[src/rtl/axis_pkt_tx.sv]
// rtl/axis_pkt_tx.sv - AXI-Stream packet transmitter driven by length/mode/seed commands
module axis_pkt_tx #(
    parameter int DATA_WIDTH = 8,
    parameter int LEN_WIDTH  = 8,
    parameter int CNT_WIDTH  = 16
) (
    input  logic                  wclk,
    input  logic                  wrst_n,
    input  logic                  cmd_valid,
    output logic                  cmd_ready,
    input  logic [LEN_WIDTH-1:0]  cmd_len,
    input  logic [1:0]            cmd_mode,
    input  logic [DATA_WIDTH-1:0] cmd_seed,
    output logic [DATA_WIDTH-1:0] m_tdata,
    output logic                  m_tvalid,
    input  logic                  m_tready,
    output logic                  m_tlast,
    output logic                  busy,
    output logic [CNT_WIDTH-1:0]  pkt_count
);

    typedef enum logic {
        IDLE = 1'b0,
        SEND = 1'b1
    } state_t;

    state_t                state;
    state_t                state_nxt;

    logic [LEN_WIDTH-1:0]  len_q;
    logic [1:0]            mode_q;
    logic [DATA_WIDTH-1:0] seed_q;
    logic [LEN_WIDTH-1:0]  beat_cnt;

    logic                  last_beat;
    logic                  beat_hs;
    logic                  accept;
    logic [DATA_WIDTH-1:0] pattern;

    assign last_beat = (beat_cnt == len_q);
    assign beat_hs   = m_tvalid & m_tready;
    assign accept    = cmd_valid & cmd_ready;

    // Beat data is a pure function of the latched command and the beat index,
    // so it stays stable for as long as the beat counter is held by a stall.
    always_comb begin
        pattern = seed_q;
        case (mode_q)
            2'd0:    pattern = seed_q + DATA_WIDTH'(beat_cnt);
            2'd2:    pattern = beat_cnt[0] ? ~seed_q : seed_q;
            default: pattern = seed_q;
        endcase
    end

    // State register
    always_ff @(posedge wclk or negedge wrst_n) begin
        if (!wrst_n) begin
            state <= IDLE;
        end else begin
            state <= state_nxt;
        end
    end

    // Next-state logic: a new command on the last handshake keeps us in SEND
    always_comb begin
        state_nxt = state;
        case (state)
            IDLE: if (accept) state_nxt = SEND;
            SEND: if (beat_hs && last_beat && !accept) state_nxt = IDLE;
            default: state_nxt = IDLE;
        endcase
    end

    // Output logic: valid/last/data come from registered state only;
    // cmd_ready in SEND is the one path that looks at m_tready
    always_comb begin
        cmd_ready = 1'b0;
        m_tvalid  = 1'b0;
        m_tlast   = 1'b0;
        busy      = 1'b0;
        m_tdata   = '0;
        case (state)
            IDLE: begin
                cmd_ready = wrst_n;
            end
            SEND: begin
                m_tvalid  = 1'b1;
                m_tlast   = last_beat;
                busy      = 1'b1;
                m_tdata   = pattern;
                cmd_ready = m_tready & last_beat;
            end
            default: ;
        endcase
    end

    // Command latch and beat counter
    always_ff @(posedge wclk or negedge wrst_n) begin
        if (!wrst_n) begin
            len_q    <= '0;
            mode_q   <= '0;
            seed_q   <= '0;
            beat_cnt <= '0;
        end else if (accept) begin
            len_q    <= cmd_len;
            mode_q   <= cmd_mode;
            seed_q   <= cmd_seed;
            beat_cnt <= '0;
        end else if (beat_hs && !last_beat) begin
            beat_cnt <= beat_cnt + LEN_WIDTH'(1);
        end
    end

    // Completed-packet counter, wraps naturally
    always_ff @(posedge wclk or negedge wrst_n) begin
        if (!wrst_n) begin
            pkt_count <= '0;
        end else if (beat_hs && last_beat) begin
            pkt_count <= pkt_count + CNT_WIDTH'(1);
        end
    end

endmodule

[config.mk]
export PLATFORM = sky130hd
export DESIGN_NAME = axis_pkt_tx
export DESIGN_NICKNAME = d
export VERILOG_FILES = /design/src/rtl/axis_pkt_tx.sv
export SDC_FILE = /design/constraint.sdc
export NUM_CORES = 1
export LEC_CHECK = 0
export BUFFER_PORTS_ARGS = -buffer_cell sky130_fd_sc_hd__buf_2
export CAP_MARGIN = 20
export CORE_MARGIN = 2
export CORE_UTILIZATION = 55
export CTS_CLUSTER_DIAMETER = 60
export DETAILED_ROUTE_END_ITERATION = 8
export GPL_ROUTABILITY_DRIVEN = 0
export PLACE_DENSITY = 0.81
export SETUP_SLACK_MARGIN = 0.4
export SKIP_LAST_GASP = 1
export SYNTH_ARGS = -nofsm -noshare
export SYNTH_HDL_FRONTEND = slang
export SYNTH_SLANG_ARGS = --single-unit
export TNS_END_PERCENT = 20
[constraint.sdc]
create_clock -name wclk -period 3 [get_ports wclk]
set_input_delay 0.6 -clock wclk [delete_from_list [all_inputs] [get_ports wclk]]
set_output_delay 0.6 -clock wclk [all_outputs]
set_load 0.02 [all_outputs]
==> metrics.cfg, run 1 <==
[logic_synthesis]
syn_nets = 255
synth_edf_count = 0
synthCells = 223
syn_area_per_cell_um2 = 10.90
yosysSeqAreaShare_pct = 44.26
ys_ff_latch = 43
yosysWarningCount = 0
syn_area_um2 = 2431
synthArstFlopShare_pct = 100.0
ys.flop_type = dfrtp_1
yosysUniqueCellTypes = 38

[placed_design]
hpwlAfterDp_um = 3374
dpl-instance-area_um2 = 2721
placed_cells = 320
io_buffer_count = 49

[worst_setup_path]
path_class = reg2out
ff2ff_setup_slack_ps = 550
reg2reg_from = beat_cnt[0]$_DFFE_PN0P_
cp-start-kind = flop
cp-end-kind = output port
worstSetupStartpoint = beat_cnt[0]$_DFFE_PN0P_
worstPathMaxFanout = 3
crit_arrival_ps = 2260
worst_ep_required_time_ps = 2400

[global_routing]
grt_overflow_total = 0
antenna_found_initial = 0
grt_pass1_wl_um = 8742
grt_max_degree = 45
grtUsageTotal_pct = 22.20
grt_pass1_vias = 1864

[drt]
dr.pass1.iters = 5
drc_errors = 0
drt_wl_total_um = 5413
antenna_left = 0
vias = 1897
vias_per_cell = 5.531
wire_per_inst_um = 15.78
drtIter0Drc = 111

[die]
num_rows = 24
core_area_um2 = 4294
dieArea_um2 = 4968
chipWidth_um = 70.49
ios = 50
die_h_um = 70.49
initial_core_util_pct = 56.61

[sta]
fin_crit_sh_pct = 95.33
rsz0062_at_grt = true
tightest_slew_ps = 740.7
finalClockSkew_ps = 7.960
setup_violations = 0
relSlewSlack_pct = 50.62
timing.setup.tns_ps = 0
drv_slew = 0
final_hold_viol_count = 0
clock.fmax_mhz = 349.7
period_needed_ps = 2860

[cts]
clock_sinks = 43
root_buffer = clkbuf_8
cts-hold-fix-buffers = 0
clk_latency_ps = 290
cts_max_level = 2
clockBufferDepth = 2
clkSlewWorstSetupHoldPaths_ps = 80
cts_buffers = 5
cts_tree = done

[power]
clock_power_share_pct = 15.7
pwr-share-seq_pct = 28.4
p_int_w = 0.002057
ir_drop_v = 0.0005634
p_switching_w = 0.001299
total_power_w = 0.003357
p_leak_nw = 1.495
swShare_pct = 38.71
pwr_density_cell_nw_per_um2 = 1087
p_comb_share_pct = 55.9

[finish]
fin_area_um2 = 3088
area_delta_synth_final_pct = 27.02
stdcell_count = 343
drive_gt1_share_pct = 35.05
final_nets = 322
antennaDiodeCount = 0
layout_common_cells = buf_2 (45), dfrtp_1 (38), xnor2_1 (26)
mostFrequentLayoutCell = buf_2

[flow_run]
max_cap_violations = 0

[status]
outcome = finished clean

[hold_path]
hold_class = in2async

## state kept, by name (all words and copies together), names as in the netlist
| name | flops |
|---|---|
| state | 1 |
| pkt_count | 16 |
| seed_q | 8 |
| len_q | 8 |
| mode_q | 2 |
| beat_cnt | 8 |
## layer usage
layer	track usage, %	vias up	routed length (µm)
li1	-	915	-
met1	29.28	902	2391
met2	37.11	68	2622
met3	3.752	12	287
met4	7.479	0	112
met5	0	-	0
## critical path, cell delays in order (launching register included)
cell and delay, ps:
dfrtp_2 430, ha_4 180, fa_2 370, a21o_1 190, a21oi_2 150, o211ai_1 120
xnor2_1 140, o21ai_1 70, and2_1 190, buf_6 130
## final cells by class
cell class,instances,area (µm²)
clock buffer,6,72.57
clock inverter,2,60.06
fill,284,1206
inverter,3,11.26
multi-input combinational,170,1391
sequential,43,1082
tap,52,65.06
timing repair buffer,67,405.4
## synth_stat cells, drive strengths merged (4+ instances only)
| cell | count | area (µm²) |
|---|---|---|
| nand3 | 10 | 62.56 |
| buf | 4 | 35.03 |
| ha | 9 | 112.6 |
| nor3 | 8 | 40.04 |
| mux2 | 18 | 202.7 |
| dfrtp | 43 | 1076 |
| nor2 | 12 | 52.55 |
| nand2 | 23 | 86.33 |
| a21oi | 6 | 41.29 |
| nand4 | 5 | 31.28 |
| xnor2 | 28 | 245.2 |
| o211a | 5 | 50.05 |
| nor4 | 7 | 58.81 |
| xor2 | 14 | 122.6 |
## per-stage QoR
| stage | hold slack [ps] | util, % | worst slack, ps |
|---|---|---|---|
| 2_1_floorplan | 304.4 | - | 368.1 |
| 3_3_place_gp | 455.0 | 63.37 | 234.0 |
| 3_5_place_dp | 461.1 | 63.37 | 177.9 |
| 4_1_cts | 408.0 | 70.16 | 139.8 |
| 5_1_grt | 440.3 | 71.91 | 42.81 |
| 6_report | 388.6 | 71.91 | 140.2 |
## logic make-up (layout without fill, tap and decap cells)
family | after synthesis | in the layout | share of synthesized area, %
simple gates | 75 | 75 | 16.37
mux | 21 | 21 | 9.573
flops | 43 | 43 | 44.26
fa+ha+maj | 10 | 10 | 5.456
buf+inv | 10 | 78 | 2.367
xor+xnor | 42 | 42 | 15.13
compound gates | 22 | 22 | 6.845
## final timing paths
check	endpoint	depth (start not counted)
hold / removal	seed_q[6]$_DFFE_PN0P_	2
setup reg to reg	seed_q[0]$_DFFE_PN0P_	9
hold reg to reg	pkt_count[15]$_DFFE_PN0P_	1
min in group wclk	pkt_count[15]$_DFFE_PN0P_	1
setup / recovery	m_tdata[6]	9
max in group asynchronous	beat_cnt[1]$_DFFE_PN0P_	2
## power by group through the flow
stage	registers, W	logic [W]	clock network [W]
2_1_floorplan	0.000915	0.00113	0
3_3_place_gp	0.000950	0.00139	0
3_5_place_dp	0.000964	0.00142	0
4_1_cts	0.000948	0.00170	0.000532
5_1_grt	0.000975	0.00203	0.000554
6_report	0.000954	0.00188	0.000526
## timing repair
| item | CTS | global route |
|---|---|---|
| pin swaps | 7 | 12 |
| setup buffers | 10 | 5 |
| endpoints found under the setup margin | 4 | 27 |
| gates resized for setup | 17 | 10 |
| hold endpoints to repair | 0 | 0 |
Power figures use the tool's default switching activity.
==> run 2, diff against run 1 <==
--- a/config.mk
+++ b/config.mk
@@ -5,14 +5,15 @@
 export SDC_FILE = /design/constraint.sdc
 export NUM_CORES = 1
 export LEC_CHECK = 0
-export BUFFER_PORTS_ARGS = -buffer_cell sky130_fd_sc_hd__buf_2
+export ABC_AREA = 1
 export CAP_MARGIN = 20
 export CORE_MARGIN = 2
-export CORE_UTILIZATION = 55
+export CORE_UTILIZATION = 35
 export CTS_CLUSTER_DIAMETER = 60
 export DETAILED_ROUTE_END_ITERATION = 8
+export DONT_BUFFER_PORTS = 1
 export GPL_ROUTABILITY_DRIVEN = 0
-export PLACE_DENSITY = 0.81
+export PLACE_DENSITY = 0.5
 export SETUP_SLACK_MARGIN = 0.4
 export SKIP_LAST_GASP = 1
 export SYNTH_ARGS = -nofsm -noshare
==> run 2 against run 1 <==
Net effect:
- sequential share of layout area grew 0.25 points
- worst hold slack worse by 260 ps
- clock skew increased by 1.7 ps
- synthesized area grew 12%
- global-route usage is 5.7 points lower
- count of clock-buffer cells in the layout stayed put
- fmax up 13%
- worst setup slack better by 340 ps
- sequential cell count stayed put
- total power decreased by 28%
- critical path type unchanged
- largest cell class unchanged
- largest power group unchanged
==> metrics.cfg, run 2 <==
[placed_design]
hpwlAfterDp_um = 4761
io_buffer_count = 0
dpl_worst_slack_ps = 548.6

[power]
p_int_w = 0.001381
clock_power_share_pct = 22.5
p_switching_w = 0.001045
swShare_pct = 43.07
ir_drop_v = 0.0002376
pwr-share-seq_pct = 35.5
pwr_density_cell_nw_per_um2 = 793.9
p_leak_nw = 1.610
p_comb_share_pct = 42.0

[cts]
clkSlewWorstSetupHoldPaths_ps = 90
clk_latency_ps = 300
root_buffer = clkbuf_8
cts_max_level = 2
cts_buffers = 5
cts_tree = done
clock_sinks = 43
clockBufferDepth = 2

[logic_synthesis]
yosysWarningCount = 0
synthTopCellsByCount = nand2_1 (130), dfrtp_1 (43), inv_1 (43), nand3_1 (26), nor2_1 (26)
syn_area_per_cell_um2 = 7.375
ys.flop_type = dfrtp_1
yosys.cell_count.top_type = nand2_1
synthCells = 370
synth_edf_count = 0
synth_top_cell_by_area = dfrtp_1
syn_nets = 402
yosysSeqAreaShare_pct = 39.43
synthArstFlopShare_pct = 100.0
syn_area_um2 = 2729
ys_ff_latch = 43
ys_top_cells_by_area = dfrtp_1 (39%), nand2_1 (18%), inv_1 (5.9%)
yosysUniqueCellTypes = 31
synth_top_area_share_pct = 39.43

[finish]
fillers = 811
area_delta_synth_final_pct = 11.97
final_util_pct = 39.95
layout_common_cells = nand2_1 (130), inv_1 (42), dfrtp_1 (41)
antennaDiodeCount = 0
top_register = pkt_count
largest_reg_flops = 16
drive_gt1_share_pct = 9.788
mostFrequentLayoutCell = nand2_1
final_nets = 409

[drt]
wire_per_inst_um = 13.66
dr.pass1.iters = 4
antenna_left = 0
vias_per_cell = 4.710
drc_errors = 0
vias = 2261
drt_wl_total_um = 6555
drtIter0Drc = 77

[die]
initial_core_util_pct = 35.68
die_h_um = 92.30
chipWidth_um = 92.30
num_rows = 32
dieArea_um2 = 8519
core_area_um2 = 7647
ios = 50

[worst_setup_path]
worstRegToRegCells = 9
path_class = reg2out
ff2ff_setup_slack_ps = 1110
worstPathMaxFanout = 4
cp-start-kind = flop
worst_ep_required_time_ps = 2400
crit_arrival_ps = 1920
cp-end-kind = output port

[sta]
period_needed_ps = 2524
setup_violations = 0
final_hold_viol_count = 0
finalClockSkew_ps = 9.678
drv_slew = 0
relSlewSlack_pct = 68.97
timing.setup.tns_ps = 0
clock.fmax_mhz = 396.2
fin_crit_sh_pct = 84.12
tightest_slew_ps = 466.9
setup_slack_ps = 476.3
rsz0062_at_grt = true

[hold_path]
hold_class = in2async

[global_routing]
antenna_found_initial = 0
grtUsageTotal_pct = 16.46
grt_overflow_total = 0
grt_max_degree = 44
grt_pass1_wl_um = 11040
grt_pass1_vias = 2194

[flow_run]
max_cap_violations = 0

[status]
outcome = finished clean

[run 2: cell types whose count changed in the layout (fill, tap and decap cells not counted), sizes merged, moves of 5 or more]
cell   delta
a21oi     +7
buf      -62
inv      +43
mux2     -18
nand2   +110
nand3    +17
nor2     +16
nor4      -7
o211a     -5
o21ai    +16
xnor2    -19
[run 2: final cells by class]
type / count / area (µm²) / area share (%)
clock buffers: 6 / 72.57 / 2.375
clock inverters: 2 / 60.06 / 1.966
inverters: 47 / 183.9 / 6.020
multi-input cells: 275 / 1475 / 48.28
flip-flops and latches: 43 / 1079 / 35.30
well taps: 102 / 127.6 / 4.177
repair buffers: 5 / 57.56 / 1.884
[run 2: worst max-delay path, stage by stage, from the launching register on]
cell and delay, ps:
dfrtp_2 430, ha_2 200, fa_2 510, o21ai_0 90
a21oi_1 400
[run 2: power groups by stage]
stage | Sequential, W | Combinational (W) | Clock, W
global placement | 0.000869 | 0.000924 | 0
CTS | 0.000863 | 0.000968 | 0.000564
floorplan | 0.000829 | 0.000785 | 0
detailed placement | 0.000875 | 0.000926 | 0
global route | 0.000879 | 0.00116 | 0.000588
finish | 0.000860 | 0.00102 | 0.000547
[run 2: what timing repair did]
action                                  in CTS  in global routing
pin swaps                                    0                  2
endpoints found under the setup margin       5                  7
setup buffers                                0                  3
endpoints found under the hold margin       43                  0
resized for setup                            4                 12
hold buffers                                 1                  0
[run 2: cells by family (layout without fill, tap and decap cells)]
group | Yosys count | after routing | share of synthesized area (%)
xor+xnor | 23 | 23 | 7.382
buf+inv | 52 | 60 | 8.390
simple gates | 205 | 205 | 32.69
compound gates | 37 | 37 | 7.245
flops | 43 | 43 | 39.43
fa+ha+maj | 10 | 10 | 4.860
[run 2: per-stage QoR]
step	area, µm²	instances	hold WS (ps)	power, W
floorplan	2729	370	304.4	0.001614
global placement	2819	468	305.3	0.001793
detailed placement	2819	468	305.2	0.001801
CTS	2993	477	137.2	0.002395
global route	3055	480	136.9	0.002628
finish	3055	480	127.1	0.002426
[run 2: layer usage]
metal / global-route usage (%) / share of wire, % / vias up
li1: - / - / 1182
met1: 24.43 / 52 / 1033
met2: 24.03 / 43 / 41
met3: 3.743 / 4.3 / 5
met4: 4.478 / 1.1 / 0
met5: 0 / 0 / -
[run 2: final timing paths]
kind	start	to
worst max-delay path	beat_cnt[0]$_DFFE_PN0P_	m_tdata[1]
worst min-delay path	wrst_n	pkt_count[3]$_DFFE_PN0P_
worst max register to register	state$_DFF_PN0_	seed_q[0]$_DFFE_PN0P_
worst min register to register	len_q[7]$_DFFE_PN0P_	len_q[7]$_DFFE_PN0P_
max in group asynchronous	wrst_n	beat_cnt[0]$_DFFE_PN0P_
min in group wclk	cmd_len[3]	len_q[3]$_DFFE_PN0P_
==> run 3, diff against run 2 <==
==> constraint.sdc (replaced) <==
create_clock -name wclk -period 2.6 [get_ports wclk]
set_input_delay 0.52 -clock wclk [delete_from_list [all_inputs] [get_ports wclk]]
set_output_delay 0.52 -clock wclk [all_outputs]
set_load 0.02 [all_outputs]
==> run 3 against run 2 <==
Net effect:
- sequential cell count did not move
- clock skew fell by 4.0 ps
- die area did not move
- cell area rose by 2.6%
- utilization rose by 1.0 points
- global-route usage barely moved
- worst setup slack got worse by 270 ps
- final cell count rose by 1.7%
- sequential power rose by 16%
- critical path type unchanged
- non-clock buffer count rose by 8
==> metrics.cfg, run 3 (synthesis gave the netlist of run 2 again) <==
[status]
outcome = finished clean

[cts]
cts_tree = done
root_buffer = clkbuf_8
cts_max_level = 2
clock_sinks = 43
clkSlewWorstSetupHoldPaths_ps = 80
cts_buffers = 5
clk_latency_ps = 290
clockBufferDepth = 2

[sta]
fin_crit_sh_pct = 92.00
period_needed_ps = 2392
tightest_slew_ps = 451.3
final_hold_viol_count = 0
hold_slack_ps = 67.03
finalClockSkew_ps = 5.670
setup_violations = 0
setup_slack_ps = 207.9
clock.fmax_mhz = 418.0
drv_slew = 0
timing.setup.tns_ps = 0
relSlewSlack_pct = 69.91
rsz0062_at_grt = true

[drt]
wire_per_inst_um = 13.39
drt_wl_total_um = 6532
dr.pass1.iters = 4
vias = 2313
drtIter0Drc = 92
drc_errors = 0
vias_per_cell = 4.740
antenna_left = 0

[worst_setup_path]
critPathMaxStageDelay_ps = 390
worstRegToRegCells = 8
worstPathMaxFanout = 3
crit_chain = ha_2, fa_2, nand3_2, nand3_2, nand2_2, a21oi_2, o211ai_1, inv_2
worstSetupStartpoint = seed_q[0]$_DFFE_PN0P_
ff2ff_setup_slack_ps = 650
cp-start-kind = flop
critPathSlowestCell = dfrtp_1
crit_arrival_ps = 1870
cp-end-kind = output port
crit_path_end = m_tdata[6]
cp_common_cell = nand3_2
reg2reg_from = state$_DFF_PN0_
worst_r2r_endpoint = len_q[0]$_DFFE_PN0P_
worst_ep_required_time_ps = 2080
path_class = reg2out

[finish]
area_delta_synth_final_pct = 14.86
multi_input_area_um2 = 1523
largest_reg_flops = 16
top_register = pkt_count
drive_gt1_share_pct = 14.51
antennaDiodeCount = 0
final_util_pct = 40.98
mostFrequentLayoutCell = nand2_1
seq_area_um2 = 1082
layout_common_cells = nand2_1 (129), inv_1 (41), dfrtp_1 (38)
fillers = 818
final_nets = 417
stdcell_count = 488

[global_routing]
grt_overflow_total = 0
grt_pass1_vias = 2270
grt_max_degree = 44
antenna_found_initial = 0
grtUsageTotal_pct = 16.45
grt_pass1_wl_um = 11140

[die]
ios = 50
die_h_um = 92.30
dieArea_um2 = 8519
chipWidth_um = 92.30
initial_core_util_pct = 35.68
num_rows = 32
core_area_um2 = 7647

[power]
p_comb_share_pct = 46.3
p_switching_w = 0.001215
swShare_pct = 44.20
pwr-share-seq_pct = 36.5
p_leak_nw = 1.638
p_int_w = 0.001534
pwr_density_cell_nw_per_um2 = 877.1
clock_power_share_pct = 17.2
ir_drop_v = 0.0004556

[placed_design]
io_buffer_count = 0
dpl_worst_slack_ps = 353.8
placed_cells = 473
hpwlAfterDp_um = 4690

[hold_path]
hold_class = in2async

[flow_run]
max_cap_violations = 0

-- run 3: cell types whose count changed in the layout (fill, tap and decap cells not counted), sizes merged --
cell / before / now
clkbuf: 6 / 8
bufinv: 2 / 0
buf: 5 / 13
-- run 3: through the flow --
stage / instance area, µm² / power, W
floorplan: 2733 / 0.001869
finish: 3134 / 0.002749
global placement: 2860 / 0.002140
CTS: 3068 / 0.002722
global route: 3134 / 0.002998
detailed placement: 2860 / 0.002145
-- run 3: how the worst min path moves through the flow --
stage                       from                        to  slack [ps]  depth (start not counted)
after CTS                 wrst_n  pkt_count[4]$_DFFE_PN0P_          70                          1
after global routing      wrst_n  pkt_count[4]$_DFFE_PN0P_          60                          1
after detailed placement  wrst_n     seed_q[3]$_DFFE_PN0P_         230                          0
after global placement    wrst_n     seed_q[3]$_DFFE_PN0P_         230                          0
final                     wrst_n  pkt_count[4]$_DFFE_PN0P_          70                          1
after floorplan           wrst_n   beat_cnt[0]$_DFFE_PN0P_         220                          0
-- run 3: power by group through the flow --
stage                     Sequential [W]  Clock (W)  Combinational (W)
final                            0.00100   0.000472            0.00127
after global routing             0.00103   0.000517            0.00145
after floorplan                 0.000957          0           0.000912
after global placement           0.00100          0            0.00114
after CTS                        0.00100   0.000491            0.00123
after detailed placement         0.00100          0            0.00114
-- run 3: repair_timing --
item,4_1_cts,5_1_grt
pin swaps,5,5
resized for setup,18,8
endpoints found under the hold margin,43,0
setup buffers,2,4
endpoints found under the setup margin,9,9
hold buffers,1,0
-- run 3: layout make-up --
cell class                      count  share of cell area [%]
Inverter                           47                   5.868
Sequential cell                    43                   34.53
Timing Repair Buffer               13                   3.752
Tap cell                          102                   4.072
Multi-Input combinational cell    275                   48.58
Clock buffer                        8                   3.194
-- run 3: worst max-delay path: cells and delay by family, from the launching register on --
kind | cells | cell delay (ps)
AOI/OAI and AO/OA | 2 | 270
adders and majority gates | 2 | 560
buffers and inverters | 1 | 110
DFF | 1 | 390
and+or+nand+nor | 3 | 260
-- run 3: routing by layer --
| metal | GRT usage, % | vias to the layer above | wire (µm) |
|---|---|---|---|
| li1 | - | 1198 | - |
| met1 | 22.46 | 1083 | 3240 |
| met2 | 27.13 | 30 | 3051 |
| met3 | 3.092 | 2 | 204 |
| met4 | 3.731 | 0 | 36 |
| met5 | 0 | - | 0 |
